<file path="src/rtl/ringpll_ctrl.sv">
// ringpll_ctrl: ring PLL power-up, lock supervision, shutdown and error sequencer
module ringpll_ctrl #(
  parameter int LdoSettleCycles   = 64,
  parameter int LockStableCycles  = 16,
  parameter int LockTimeoutCycles = 4096
) (
  input  logic        clk_i,
  input  logic        rst_ni,
  input  logic        req_i,
  input  logic [9:0]  ratio_i,
  input  logic [23:0] fraction_i,
  input  logic        lock_i,
  output logic        ldo_enable_o,
  output logic        pllen_o,
  output logic [9:0]  ratio_o,
  output logic [23:0] fraction_o,
  output logic        bypass_o,
  output logic        ready_o,
  output logic        err_o
);
  localparam int MaxAb  = LdoSettleCycles > LockStableCycles ? LdoSettleCycles : LockStableCycles;
  localparam int MaxCyc = MaxAb > LockTimeoutCycles ? MaxAb : LockTimeoutCycles;
  localparam int CW     = $clog2(MaxCyc + 1);
  localparam logic [CW-1:0] LdoLast     = CW'(LdoSettleCycles - 1);
  localparam logic [CW-1:0] StableLast  = CW'(LockStableCycles - 1);
  localparam logic [CW-1:0] TimeoutLast = CW'(LockTimeoutCycles - 1);
  localparam logic [2:0] OFF    = 3'd0;
  localparam logic [2:0] LDO_ON = 3'd1;
  localparam logic [2:0] PLL_EN = 3'd2;
  localparam logic [2:0] LOCKED = 3'd3;
  localparam logic [2:0] SHUTDN = 3'd4;
  localparam logic [2:0] ERROR  = 3'd5;
  logic [1:0]    sync;
  logic          lock_s;
  logic [2:0]    state, nxt;
  logic [CW-1:0] cnt, stable;
  logic          entry, latch;
  assign lock_s = sync[1];
  assign entry  = nxt != state;
  assign latch  = state == OFF && nxt == LDO_ON;
  // two-flop synchronizer for the asynchronous lock indication
  always_ff @(posedge clk_i or negedge rst_ni) begin
    if (!rst_ni) sync <= 2'b00;
    else sync <= {sync[0], lock_i};
  end
  // next state: shutdown request beats lock loss/timeout, stable lock beats timeout
  always_comb begin
    nxt = state;
    case (state)
      OFF:     nxt = !req_i ? OFF : (ratio_i != '0 ? LDO_ON : ERROR);
      LDO_ON:  nxt = !req_i ? SHUTDN : (cnt >= LdoLast ? PLL_EN : LDO_ON);
      PLL_EN:  nxt = !req_i ? SHUTDN : (lock_s && stable >= StableLast) ? LOCKED :
                     (cnt >= TimeoutLast ? ERROR : PLL_EN);
      LOCKED:  nxt = !req_i ? SHUTDN : (lock_s ? LOCKED : ERROR);
      SHUTDN:  nxt = OFF;
      ERROR:   nxt = req_i ? ERROR : OFF;
      default: nxt = OFF;
    endcase
  end
  // state and saturating counters, cleared whenever a state is entered
  always_ff @(posedge clk_i or negedge rst_ni) begin
    if (!rst_ni) begin
      state  <= OFF;
      cnt    <= '0;
      stable <= '0;
    end else begin
      state  <= nxt;
      cnt    <= entry ? '0 : (cnt == '1 ? cnt : cnt + 1'b1);
      stable <= (entry || state != PLL_EN || !lock_s) ? '0 : (stable == '1 ? stable : stable + 1'b1);
    end
  end
  // outputs registered from the next state so they line up with the state register
  always_ff @(posedge clk_i or negedge rst_ni) begin
    if (!rst_ni) begin
      ldo_enable_o <= 1'b0;
      pllen_o      <= 1'b0;
      bypass_o     <= 1'b1;
      ready_o      <= 1'b0;
      err_o        <= 1'b0;
      ratio_o      <= '0;
      fraction_o   <= '0;
    end else begin
      ldo_enable_o <= nxt == LDO_ON || nxt == PLL_EN || nxt == LOCKED || nxt == SHUTDN;
      pllen_o      <= nxt == PLL_EN || nxt == LOCKED;
      bypass_o     <= nxt != LOCKED;
      ready_o      <= nxt == LOCKED;
      err_o        <= nxt == ERROR ? 1'b1 : (latch ? 1'b0 : err_o);
      ratio_o      <= latch ? ratio_i : ratio_o;
      fraction_o   <= latch ? fraction_i : fraction_o;
    end
  end
endmodule

</file>
<file path="config.mk">
export PLATFORM = sky130hd
export DESIGN_NAME = ringpll_ctrl
export DESIGN_NICKNAME = d
export VERILOG_FILES = /design/src/rtl/ringpll_ctrl.sv
export SDC_FILE = /design/constraint.sdc
export NUM_CORES = 1
export LEC_CHECK = 0
export BUFFER_PORTS_ARGS = -buffer_cell sky130_fd_sc_hd__buf_2
export CAP_MARGIN = 20
export CORE_MARGIN = 5
export CORE_UTILIZATION = 45
export CTS_CLUSTER_DIAMETER = 200
export DETAILED_ROUTE_END_ITERATION = 16
export PLACE_DENSITY_LB_ADDON = 0.05
export SYNTH_ARGS = -nofsm -noshare
export SYNTH_HDL_FRONTEND = slang
export SYNTH_SLANG_ARGS = --single-unit
</file>
<file path="constraint.sdc">
create_clock -name clk_i -period 2.85 [get_ports clk_i]
set_input_delay 0.285 -clock clk_i [delete_from_list [all_inputs] [get_ports clk_i]]
set_output_delay 0.285 -clock clk_i [all_outputs]
set_load 0.03 [all_outputs]
</file>
==> results.sh <==
export IMPL_final_hold_viol_count=0
export IMPL_dieArea_um2=8760
export IMPL_synth_most_common_cell="dfrtp_1"
export IMPL_ys_warn_count=0
export IMPL_clock_fmax_mhz=390
export IMPL_worstSetupPathType="flop to flop"
export IMPL_finalSetupViolations=0
export IMPL_cts_made_buffers=9
export IMPL_cts_buffer_depth=2
export IMPL_ys_top_cells_by_count="69 x dfrtp_1, 34 x mux2_2, 12 x nor2_1"
export IMPL_finClkSkew_ps=11.0
export IMPL_ir_worst_vdd_mv=0.509
export IMPL_detailed_place_hpwl_um=4300
export IMPL_worst_pin_slew_ps=849
export IMPL_syn_area_per_cell_um2=12.8
export IMPL_cp_top_family="compound AO/OA/AOI/OAI gates"
export IMPL_synth_edff_count=0
export IMPL_grt_pass1_wl_um=10500
export IMPL_rsz0062_at_grt="false"
export IMPL_cp_end_kind="flop"
export IMPL_maxCapViolCount=0
export IMPL_ctsHoldBuffers=0
export IMPL_synthCells=245
export IMPL_stdcell_area_um2=3830
export IMPL_period_minus_slack_ps=2560
export IMPL_die_h_um=93.6
export IMPL_power_density_nw_per_um2=725
export IMPL_fin_util_pct=56.3
export IMPL_slew_viol_final=0
export IMPL_cts_root_buf="clkbuf_8"
export IMPL_port_buffers=76
export IMPL_synth_seq_cells=70
export IMPL_yosys_area_top_type="dfrtp_1"
export IMPL_initial_core_util_pct=46.3
export IMPL_critical_path_max_stage_delay_ps=730
export IMPL_cts_setup_buffers=0
export IMPL_cp_arrival_ps=2740
export IMPL_drive_gt1_share_pct=44.2
export IMPL_r2r_start="cnt[1]$_DFFE_PN0P_"
export IMPL_async_flop_share_pct=100
export IMPL_synthFlopType="dfrtp_1"
export IMPL_wirelength_um=6120
export IMPL_via_count=2159
export IMPL_critPathLaunch="cnt[1]$_DFFE_PN0P_"
export IMPL_antenna_found_initial=0
export IMPL_finalCritPeriodShare_pct=89.9
export IMPL_die_w_um=93.6
export IMPL_io_pins=77
export IMPL_dr_pass1_iters=4
export IMPL_cp_required_ps=3030
export IMPL_synth_area_leaders="dfrtp_1 55%, mux2_2 12%, nor3_2 3.2%, xnor2_1 2.2%, nor3_1 1.4%"
export IMPL_dpl_cell_area_um2=3610
export IMPL_path_cells="ha_1, a21oi_1, o41ai_2, nor4b_1, o21ba_1, nor3_1"
export IMPL_antenna_cells=0
export IMPL_worstPathMaxFanout=17
export IMPL_fin_tns_setup_ps=0
export IMPL_power_leakage_uw=0.00170
export IMPL_synth_top_cell_area_share_pct=54.9
export IMPL_ys_seq_area_share_pct=55.7
export IMPL_ant_nets=0
export IMPL_synth_area_um2=3150
export IMPL_rows=30
export IMPL_maxSlewHeadroom_pct=43.4
export IMPL_insertion_delay_ps=340
export IMPL_cts_resized=0
export IMPL_fillerInstances=594
export IMPL_gp_congestion=0.805
export IMPL_nets=372
export IMPL_via_per_inst=4.99
export IMPL_grt_pass1_vias=2270
export IMPL_synth_cell_types=51
export IMPL_cts_sinks=70
export IMPL_timing_critical_path_buf_inv=0
export IMPL_grt_usage_pct=15.3
export IMPL_area_delta_synth_final_pct=21.7
export IMPL_drt_initial_drc_count=78
export IMPL_cts_tree="yes"
export IMPL_grt_max_degree=40
export IMPL_start_kind="flop"
export IMPL_clk_pin_slew_ps=80
export IMPL_core_um2=6790
export IMPL_hold_class="primary input to asynchronous set/reset pin"
export IMPL_h_tree_depth=3
export IMPL_gr_total_overflow=0
export IMPL_power_uw=2770
export IMPL_drc=0
export IMPL_wl_per_cell_um=14.1
export IMPL_critPathSlowestCell="o21ba_1"
export IMPL_status="completed"
area by class of cell:
class / instances / area, um^2 / area share (%)
Multi-Input combinational cell: 168 / 1310 / 34.2
Tap cell: 96 / 120 / 3.14
Inverter: 4 / 15.0 / 0.392
Sequential cell: 70 / 1750 / 45.8
Clock buffer: 12 / 145 / 3.79
Timing Repair Buffer: 79 / 415 / 10.9
Clock inverter: 4 / 70.1 / 1.83
path summary, 6_finish.rpt:
check / endpoint / slack (ps) / depth (start not counted)
worst min register to register: sync[1]$_DFF_PN0_ / 350 / 0
worst max register to register: cnt[11]$_DFFE_PN0P_ / 290 / 6
worst max-delay path: cnt[11]$_DFFE_PN0P_ / 290 / 6
min in group clk_i: sync[0]$_DFF_PN0_ / 60 / 1
worst min-delay path: cnt[5]$_DFFE_PN0P_ / 10 / 1
max in group asynchronous: bypass_o$_DFF_PN1_ / 2130 / 2
report_power, final:
part | internal (uW) | leakage (uW) | switching (uW)
clock | 515 | 0.000110 | 354
sequential | 1140 | 0.000865 | 76.2
combinational | 241 | 0.000726 | 449
total | 1890 | 0.00170 | 879
sequential cells by signal, summed over array words and instances (netlist names):
| register | flops |
|---|---|
| fraction_o | 24 |
| ready_o | 1 |
| ratio_o | 10 |
| bypass_o | 1 |
| stable | 13 |
| err_o | 1 |
| pllen_o | 1 |
| sync | 2 |
| state | 3 |
| ldo_enable_o | 1 |
| cnt | 13 |
per-stage QoR:
stage | hold slack [ps] | setup slack [ps] | std cells
after CTS | 20.0 | 268 | 433
final | 9.73 | 287 | 433
after detailed placement | 336 | 301 | 417
after global routing | 35.0 | 75.9 | 433
after global placement | 336 | 349 | 417
after floorplan | -10.6 | 763 | 253
cell usage in the layout, fill, tap and decap left out, drive strengths merged, types with 6 or more instances in the layout:
master / synthesis / routed
buf: 6 / 79
dfrtp: 69 / 69
mux2: 34 / 34
nor3: 19 / 19
nor2: 12 / 12
clkbuf: 4 / 12
nand2: 11 / 11
conb: 1 / 9
xnor2: 8 / 8
o21ai: 6 / 6
layer usage:
| layer | vias to the layer above | GRT usage [%] | part of all wire (%) |
|---|---|---|---|
| met5 | - | 0 | 0 |
| li1 | 1054 | - | - |
| met3 | 7 | 6.03 | 8.1 |
| met1 | 1039 | 18.9 | 44 |
| met2 | 59 | 24.0 | 46 |
| met4 | 0 | 6.14 | 1.7 |
cells by family (layout without fill, tap and decap cells):
group                      after synthesis  in the layout  synth area share, %
adders and majority gates                2              2                0.795
buffers and inverters                   15             99                 3.86
muxes                                   36             36                 12.8
xor gates and xnor gates                13             13                 3.62
DFF                                     70             70                 55.7
and+or+nand+nor                         77             77                 15.8
other                                    1              9                0.119
AOI/OAI and AO/OA                       31             31                 7.32
(Power assumes the default switching activity.)
